### config.mk
export PLATFORM = sky130hd
export DESIGN_NAME = icache_fetch_resp
export DESIGN_NICKNAME = d
export VERILOG_FILES = /design/src/rtl/icache_fetch_resp_pkg.sv /design/src/rtl/icache_linebuf.sv /design/src/rtl/icache_fetch_resp.sv
export SDC_FILE = /design/constraint.sdc
export NUM_CORES = 1
export LEC_CHECK = 0
export CORE_MARGIN = 10
export CORE_UTILIZATION = 40
export CTS_BUF_LIST = sky130_fd_sc_hd__clkbuf_4 sky130_fd_sc_hd__clkbuf_8 sky130_fd_sc_hd__clkbuf_16
export DETAILED_ROUTE_END_ITERATION = 10
export PLACE_DENSITY = 0.83
export SETUP_SLACK_MARGIN = 0.15
export SLEW_MARGIN = 30
export SYNTH_ARGS = -nofsm -noshare
export SYNTH_HDL_FRONTEND = slang
export SYNTH_HIERARCHICAL = 1
export SYNTH_SLANG_ARGS = --single-unit
export TNS_END_PERCENT = 50
### constraint.sdc
create_clock -name clk -period 2.7 [get_ports clk]
set_input_delay 0.54 -clock clk [delete_from_list [all_inputs] [get_ports clk]]
set_output_delay 0.54 -clock clk [all_outputs]
set_load 0.05 [all_outputs]
### src/rtl/icache_fetch_resp_pkg.sv
// Shared definitions for the icache fetch responder: FSM encoding, line geometry,
// slot-mask table and the latched fetch-group record.
package icache_fetch_resp_pkg;

  localparam int FG_ADDR_W     = 32;
  localparam int LINE_OFFSET_W = 4;

  localparam logic [1:0] ST_IDLE = 2'd0;
  localparam logic [1:0] ST_REQ  = 2'd1;
  localparam logic [1:0] ST_WAIT = 2'd2;
  localparam logic [1:0] ST_OUT  = 2'd3;

  // Valid slots from the entry word onwards, matching the fetch stage's next-PC step.
  localparam logic [3:0] SLOT_MASK_TBL [4] = '{4'b1111, 4'b1110, 4'b1100, 4'b1000};

  typedef struct packed {
    logic [FG_ADDR_W-1:0] pc;
    logic                 delot;
  } fetch_group_t;

  function automatic logic [3:0] slot_mask(input logic [1:0] slot, input logic delot);
    logic [3:0] m;
    if (delot) begin
      m = 4'b0001 << slot;
    end else begin
      m = SLOT_MASK_TBL[slot];
    end
    return m;
  endfunction

endpackage

### src/rtl/icache_linebuf.sv
// One-entry line buffer: remembers the last filled line (tag + data) and reports a
// hit for a matching lookup tag. Only cleared by reset.
module icache_linebuf #(
  parameter int TAG_W  = 28,
  parameter int DATA_W = 128
) (
  input  logic              clk,
  input  logic              rst_,
  input  logic              fill_en_i,
  input  logic [TAG_W-1:0]  fill_tag_i,
  input  logic [DATA_W-1:0] fill_data_i,
  input  logic [TAG_W-1:0]  lookup_tag_i,
  output logic              hit_o,
  output logic [DATA_W-1:0] data_o
);

  logic              valid_q;
  logic [TAG_W-1:0]  tag_q;
  logic [DATA_W-1:0] data_q;

  // Entry storage, overwritten by each accepted line fill.
  always_ff @(posedge clk or negedge rst_) begin
    if (!rst_) begin
      valid_q <= 1'b0;
      tag_q   <= '0;
      data_q  <= '0;
    end else if (fill_en_i) begin
      valid_q <= 1'b1;
      tag_q   <= fill_tag_i;
      data_q  <= fill_data_i;
    end else begin
      valid_q <= valid_q;
      tag_q   <= tag_q;
      data_q  <= data_q;
    end
  end

  assign hit_o  = valid_q & (tag_q == lookup_tag_i);
  assign data_o = data_q;

endmodule

### src/rtl/icache_fetch_resp.sv
// Responder end of the IF->icache fetch interface: one line fetch at a time, returned
// to decode with a slot mask. Define ICACHE_LINEBUF_EN to add a one-entry line buffer.
module icache_fetch_resp
  import icache_fetch_resp_pkg::*;
#(
  parameter int ADDR_W = FG_ADDR_W,
  parameter int INSN_W = 32
) (
  input  logic                clk,
  input  logic                rst_,
  input  logic                if_valid_ns,
  input  logic [ADDR_W-1:0]   if_icache_pc,
  input  logic                if_rw,
  input  logic [3:0]          if_rwen,
  input  logic                if_icache_delot_en,
  output logic                icache_allin,
  input  logic                ex_bp_error,
  input  logic                exc_flush_all,
  output logic                mem_req,
  output logic [ADDR_W-1:0]   mem_addr,
  input  logic                mem_gnt,
  input  logic                mem_rvalid,
  input  logic [4*INSN_W-1:0] mem_rdata,
  output logic                icache_id_valid,
  output logic [ADDR_W-1:0]   icache_id_pc,
  output logic [4*INSN_W-1:0] icache_id_insn,
  output logic [3:0]          icache_id_mask,
  output logic                icache_id_delot_en,
  input  logic                id_allin
);

  localparam int LINE_W = 4 * INSN_W;
  localparam int TAG_W  = ADDR_W - LINE_OFFSET_W;

  logic [1:0]        state_q, state_d;
  logic              kill_q, kill_d;
  fetch_group_t      req_q, req_d;
  logic              mem_req_q, mem_req_d;
  logic [ADDR_W-1:0] mem_addr_q, mem_addr_d;
  logic              id_valid_q, id_valid_d;
  logic [ADDR_W-1:0] id_pc_q, id_pc_d;
  logic [LINE_W-1:0] id_insn_q, id_insn_d;
  logic [3:0]        id_mask_q, id_mask_d;
  logic              id_delot_q, id_delot_d;

  logic              flush_s;
  logic              allin_s;
  logic              accept_s;
  logic              lb_hit_s;
  logic [LINE_W-1:0] lb_data_s;
  logic              unused_rwen_s;

  assign flush_s       = ex_bp_error | exc_flush_all;
  assign allin_s       = (state_q == ST_IDLE) | ((state_q == ST_OUT) & id_allin);
  assign accept_s      = if_valid_ns & ~if_rw & allin_s & ~flush_s;
  assign unused_rwen_s = ^if_rwen;

`ifdef ICACHE_LINEBUF_EN
  logic fill_en_s;

  assign fill_en_s = (state_q == ST_WAIT) & mem_rvalid & ~kill_q & ~flush_s;

  icache_linebuf #(
    .TAG_W  (TAG_W),
    .DATA_W (LINE_W)
  ) u_linebuf (
    .clk          (clk),
    .rst_         (rst_),
    .fill_en_i    (fill_en_s),
    .fill_tag_i   (req_q.pc[ADDR_W-1:LINE_OFFSET_W]),
    .fill_data_i  (mem_rdata),
    .lookup_tag_i (if_icache_pc[ADDR_W-1:LINE_OFFSET_W]),
    .hit_o        (lb_hit_s),
    .data_o       (lb_data_s)
  );
`else
  assign lb_hit_s  = 1'b0;
  assign lb_data_s = '0;
`endif

  // Next-state logic for the fetch FSM, memory request and decode-side group.
  always_comb begin
    state_d    = state_q;
    kill_d     = kill_q;
    req_d      = req_q;
    mem_req_d  = mem_req_q;
    mem_addr_d = mem_addr_q;
    id_valid_d = id_valid_q;
    id_pc_d    = id_pc_q;
    id_insn_d  = id_insn_q;
    id_mask_d  = id_mask_q;
    id_delot_d = id_delot_q;

    case (state_q)
      ST_IDLE, ST_OUT: begin
        if (accept_s) begin
          req_d.pc    = if_icache_pc;
          req_d.delot = if_icache_delot_en;
          if (lb_hit_s) begin
            state_d    = ST_OUT;
            id_valid_d = 1'b1;
            id_pc_d    = if_icache_pc;
            id_insn_d  = lb_data_s;
            id_mask_d  = slot_mask(if_icache_pc[3:2], if_icache_delot_en);
            id_delot_d = if_icache_delot_en;
          end else begin
            state_d    = ST_REQ;
            mem_req_d  = 1'b1;
            mem_addr_d = {if_icache_pc[ADDR_W-1:LINE_OFFSET_W], {LINE_OFFSET_W{1'b0}}};
            id_valid_d = 1'b0;
          end
        end else if ((state_q == ST_OUT) && (flush_s || id_allin)) begin
          // Flush takes priority over a decode handshake; either way the group retires.
          state_d    = ST_IDLE;
          id_valid_d = 1'b0;
        end else begin
          state_d = state_q;
        end
      end

      ST_REQ: begin
        if (flush_s) begin
          kill_d = 1'b1;
        end else begin
          kill_d = kill_q;
        end
        if (mem_gnt) begin
          state_d   = ST_WAIT;
          mem_req_d = 1'b0;
        end else begin
          mem_req_d = 1'b1;
        end
      end

      ST_WAIT: begin
        if (mem_rvalid) begin
          if (kill_q || flush_s) begin
            kill_d  = 1'b0;
            state_d = ST_IDLE;
          end else begin
            state_d    = ST_OUT;
            id_valid_d = 1'b1;
            id_pc_d    = req_q.pc;
            id_insn_d  = mem_rdata;
            id_mask_d  = slot_mask(req_q.pc[3:2], req_q.delot);
            id_delot_d = req_q.delot;
          end
        end else if (flush_s) begin
          kill_d = 1'b1;
        end else begin
          kill_d = kill_q;
        end
      end

      default: begin
        state_d    = ST_IDLE;
        kill_d     = 1'b0;
        mem_req_d  = 1'b0;
        id_valid_d = 1'b0;
      end
    endcase
  end

  // State and registered outputs.
  always_ff @(posedge clk or negedge rst_) begin
    if (!rst_) begin
      state_q    <= ST_IDLE;
      kill_q     <= 1'b0;
      req_q      <= '0;
      mem_req_q  <= 1'b0;
      mem_addr_q <= '0;
      id_valid_q <= 1'b0;
      id_pc_q    <= '0;
      id_insn_q  <= '0;
      id_mask_q  <= 4'b0000;
      id_delot_q <= 1'b0;
    end else begin
      state_q    <= state_d;
      kill_q     <= kill_d;
      req_q      <= req_d;
      mem_req_q  <= mem_req_d;
      mem_addr_q <= mem_addr_d;
      id_valid_q <= id_valid_d;
      id_pc_q    <= id_pc_d;
      id_insn_q  <= id_insn_d;
      id_mask_q  <= id_mask_d;
      id_delot_q <= id_delot_d;
    end
  end

  assign icache_allin       = allin_s;
  assign mem_req            = mem_req_q;
  assign mem_addr           = mem_addr_q;
  assign icache_id_valid    = id_valid_q;
  assign icache_id_pc       = id_pc_q;
  assign icache_id_insn     = id_insn_q;
  assign icache_id_mask     = id_mask_q;
  assign icache_id_delot_en = id_delot_q;

endmodule

* Word level (Yosys, flattened, before mapping)
Cells that the tools add are included.
W data, S select, Z words.
** Storage, ports and cells
- Register bits :: 231
- Input bits :: 174
- Logic and storage cells :: 68
** Operators by class
- Magnitude comparators :: 1
- Equality and inequality tests :: 9
- Shifts and indexed selects :: 1
- Multiplexer cells :: 22
- Bitwise gates (word level) :: 10
- Reductions and logical operators :: 14
** Operators by type and width (number)
- $mux W4 :: 3
- $mux W2 :: 5
- $mux W1 :: 9
- $bmux W4 S2 :: 1
- $ne A2 B2 Y1 const B :: 4
- $ne A3 B3 Y1 const B :: 2
- $pmux W1 S2 :: 3
- $pmux W2 S3 :: 1
- $reduce_and A2 Y1 :: 3
- $reduce_and A3 Y1 :: 2
- $reduce_bool A2 Y1 :: 3
- $and A1 B1 Y1 :: 4
- $eq A2 B2 Y1 const B :: 2
- $reduce_and A4 Y1 :: 1
- $shl A1 B2 Y4 const A :: 1
- $ge A3 B3 Y1 const B :: 1
- $not A1 Y1 :: 3
- $not A2 Y3 :: 1
- $eq A2 B1 Y1 const B :: 1
- $logic_not A2 Y1 :: 1
- $logic_or A1 B1 Y1 :: 2
- $or A1 B1 Y1 :: 2
- $reduce_or A2 Y1 :: 1
- $logic_and A1 B1 Y1 :: 1

* Depth between registers and ports, before layout
- Depth after elaboration :: 7
- Depth in mapped cells :: 8
- Depth with buffers taken out :: 6

* Least setup slack after synthesis
Ideal clock, no wire load.
- Path kind :: input-to-reg
- From :: in exc_flush_all
- To :: reg req_q[10] in the netlist's numbering
- Library setup time :: 127 ps
- Arrival time :: 1853 ps
- Required time :: 2573 ps
- Slack :: 719 ps
- Stages :: 5
- Buffers on the path :: 2
- Cell sequence :: or4b_4 > nor3b_2 > buf_6 > buf_8 > mux2_1
** Between the ends
- Longest elaborated chain between the ends :: 4
** RTL lines
- from (decl) :: RTL line icache_fetch_resp.sv:18 : input logic exc_flush_all,
- $or A1 B1 Y1 :: RTL line icache_fetch_resp.sv:53 : assign flush_s = ex_bp_error | exc_flush_all;
- $not A1 Y1 :: RTL line icache_fetch_resp.sv:55 : assign accept_s = if_valid_ns & ~if_rw & allin_s & ~flush_s;
- $and A1 B1 Y1 :: RTL line icache_fetch_resp.sv:55
- $reduce_and A2 Y1 (no line)
- to (signal assigned) :: RTL line icache_fetch_resp.sv:180 : req_q <= req_d;
- to (decl) :: RTL line icache_fetch_resp.sv:37 : fetch_group_t req_q, req_d;
No other way between the ends.
A chain may end at the register's enable or synchronous reset.

==> flow_metrics.py <==
metrics = {
    "status": {
        "outcome": "finished clean",
    },
    "worst_setup_path": {
        "cp_num_buf_inv": 1,
        "critical_path.endpoint_type": "output pin",
        "cp.required_ps": 2160,
        "setup.worst_path.class": "flip-flop to output pin",
        "critical_path.top_delay_family": "buffers and inverters",
        "critPathSlowestCell": "clkdlybuf4s50_1",
        "timing.critical_path.depth": 1,
        "critPathArrivalTime_ps": 1740,
        "crit_path_max_incr_delay_ps": 840,
        "path_cells": "clkdlybuf4s50_1",
        "crit_path_max_fo": 3,
        "r2r.worst_path.cells": 6,
        "critical_path.startpoint_type": "flip-flop",
    },
    "clock_tree": {
        "cts_inserted_buffers": 22,
        "cts_hold_repair.buffers": 0,
        "cts_root_buf": "clkbuf_16",
        "postCtsResizedCells": 0,
        "post_cts_buffers": 0,
        "htree_num_levels": 1,
        "cts_tree": "done",
        "insertion_delay_ps": 490,
        "ctsLongestPathBuffers": 3,
        "clock_transition_at_path_regs_ps": 60,
        "clock_sink_count": 203,
    },
    "timing": {
        "fmaxAchievable_ghz": 0.439,
        "grt_setup_unrepaired": "false",
        "finalCritPeriodShare_pct": 84.3,
        "max_slew.worst_pin.slew_ps": 592,
        "drv_slew": 0,
        "fin_crit_ps": 2280,
        "count_of_final_setup_violators": 0,
        "final_hold_viol_count": 0,
        "timing.setup.tns_ps": 0,
        "worst_clock_skew_ps": 7.15,
        "timing.slew.headroom_pct": 60.4,
    },
    "grt": {
        "global_route_wire_length_before_repair_um": 36000,
        "antenna_found_initial": 0,
        "via_count_of_the_first_global_routing_pass": 6063,
        "grt_start_max_net_pins": 71,
        "globalRouteTotalUtil_pct": 17.4,
        "grt_overflow_total": 0,
    },
    "floorplan": {
        "rows": 51,
        "die_w_um": 162,
        "core_region_area_sq_um": 19600,
        "i_o_pin_cnt": 374,
        "start_util_pct": 41.0,
        "die-area_sq_um": 26100,
        "die-height_um": 162,
    },
    "placed_design": {
        "io_buffer_count": 365,
        "post_dp_hpwl_um": 17900,
        "globalplace.congestion": 0.763,
    },
    "synth": {
        "unique_cell_type_count_in_the_yosys_netlist": 31,
        "synth.yosys.seq_area_share_pct": 63.3,
        "synthesis.yosys.warnings": 6,
        "synth-seq-cells": 203,
        "synthesis.area_sq_um": 8030,
        "netlist_instances": 496,
        "synth_area_per_cell_sq_um": 16.2,
    },
    "flow_run": {
        "max_capacitance_violation_count": 0,
    },
    "routing": {
        "drt_iter0_markers": 203,
        "detail-route-antenna-nets": 0,
        "detail_route.drc_violations": 0,
        "first_pass_iters": 4,
        "routed_wl_um": 23500,
        "detailroute.via_count": 5306,
        "vias_per_cell": 4.71,
        "wl_per_cell_um": 20.9,
    },
    "pwr": {
        "power-per-cell-area_nw_per_um2": 973,
        "static-leakage-power_nw": 5.89,
        "vdd_ir_drop_max_mv": 0.776,
        "finalPower_w": 0.0123,
    },
    "layout": {
        "layout-drive-gt1-share_pct": 27.3,
        "mostFrequentLayoutCell": "clkdlybuf4s50_1",
        "final_core_util_pct": 64.3,
        "layout.cells.most_common_list": "363 x clkdlybuf4s50_1, 203 x dfrtp_1, 156 x mux2_2",
        "finalNetCount": 1025,
        "areaGrowthSynthToFinish_pct": 56.9,
        "diodes": 0,
    },
    "worst_hold_path": {
        "holdCritPathClass": "input pin to async pin",
    },
}
[stage by stage]
step | area [sq um] | instances | setup slack (ps) | hold WS [ps]
2_1_floorplan | 8040 | 499 | 719 | 244
3_3_place_gp | 11800 | 1088 | 151 | 461
3_5_place_dp | 11800 | 1088 | 103 | 468
4_1_cts | 12600 | 1126 | 373 | 80.5
5_1_grt | 12600 | 1126 | 359 | 97.8
6_report | 12600 | 1126 | 423 | 73.2
[layer usage]
layer / share of wire, % / track usage [%] / up-vias
li1: - / - / 2411
met1: 37 / 19.0 / 2603
met2: 50 / 29.9 / 259
met3: 11 / 7.84 / 33
met4: 2.4 / 5.09 / 0
met5: 0 / 0 / -
[kinds of logic (layout without fill, tap and decap cells)]
kind of cell               Yosys count  in the layout  synth area share (%)
AOI/OAI and AO/OA                   22             22                  1.81
adders and majority gates            4              4                 0.623
buffers and inverters               60            422                  5.08
DFF                                203            203                  63.3
muxes                              194            194                  28.1
other                                1              4                0.0467
and+or+nand+nor                     12             12                  1.08
[final cells by class]
| type | count | area [sq um] |
|---|---|---|
| clock buffers | 33 | 676 |
| fillers | 1417 | 6990 |
| flip-flops and latches | 203 | 5080 |
| inverters | 6 | 22.5 |
| well taps | 265 | 332 |
| clock inverters | 5 | 78.8 |
| multi-input cells | 236 | 2570 |
| repair buffers | 378 | 3840 |
[where the power goes]
part	internal, W	switching, W
clock network	0.00192	0.00115
registers	0.00373	0.000432
logic	0.00190	0.00313
total	0.00755	0.00471
[cell usage after synthesis]
cell / number / share of area [%]
a211oi_1: 1 / 0.094
a31oi_1: 1 / 0.078
mux2i_1: 2 / 0.25
buf_12: 2 / 0.50
a221oi_2: 1 / 0.19
a21oi_1: 4 / 0.25
nor3b_2: 1 / 0.16
o21ai_0: 8 / 0.50
nor2_1: 1 / 0.047
o211a_1: 1 / 0.12
buf_8: 1 / 0.19
or2_2: 1 / 0.078
mux2_4: 20 / 3.7
buf_6: 1 / 0.14
o31ai_1: 2 / 0.19
clkbuf_1: 7 / 0.33
mux2_1: 16 / 2.2
o22a_1: 1 / 0.11
buf_2: 9 / 0.56
nand2_1: 7 / 0.33
mux2_2: 156 / 22
o21bai_1: 1 / 0.094
conb_1: 1 / 0.047
inv_1: 6 / 0.28
ha_1: 4 / 0.62
or4b_4: 1 / 0.17
nor4b_4: 1 / 0.30
dfrtp_1: 203 / 63
a21o_1: 2 / 0.19
buf_4: 32 / 3.0
buf_1: 2 / 0.094
[final timing paths]
| kind | startpoint | end | slack [ps] |
|---|---|---|---|
| setup / recovery | req_q[32] | mem_addr[31] | 420 |
| hold / removal | rst_ | icache_id_insn[88] | 70 |
| setup reg to reg | state_q[0] | icache_id_insn[112] | 720 |
| hold reg to reg | icache_id_mask[2] | icache_id_mask[2] | 480 |
| max in group asynchronous | rst_ | icache_id_insn[36] | 1920 |
| min in group clk | icache_id_mask[2] | icache_id_mask[2] | 480 |
[sequential cells by signal, summed over array words and instances, names as in the netlist]
signal              flops
icache_id_delot_en      1
state_q                 2
mem_req                 1
icache_id_insn        128
kill_q                  1
icache_id_pc           32
icache_id_mask          4
req_q                  33
icache_id_valid         1
(Power assumes the default switching activity.)
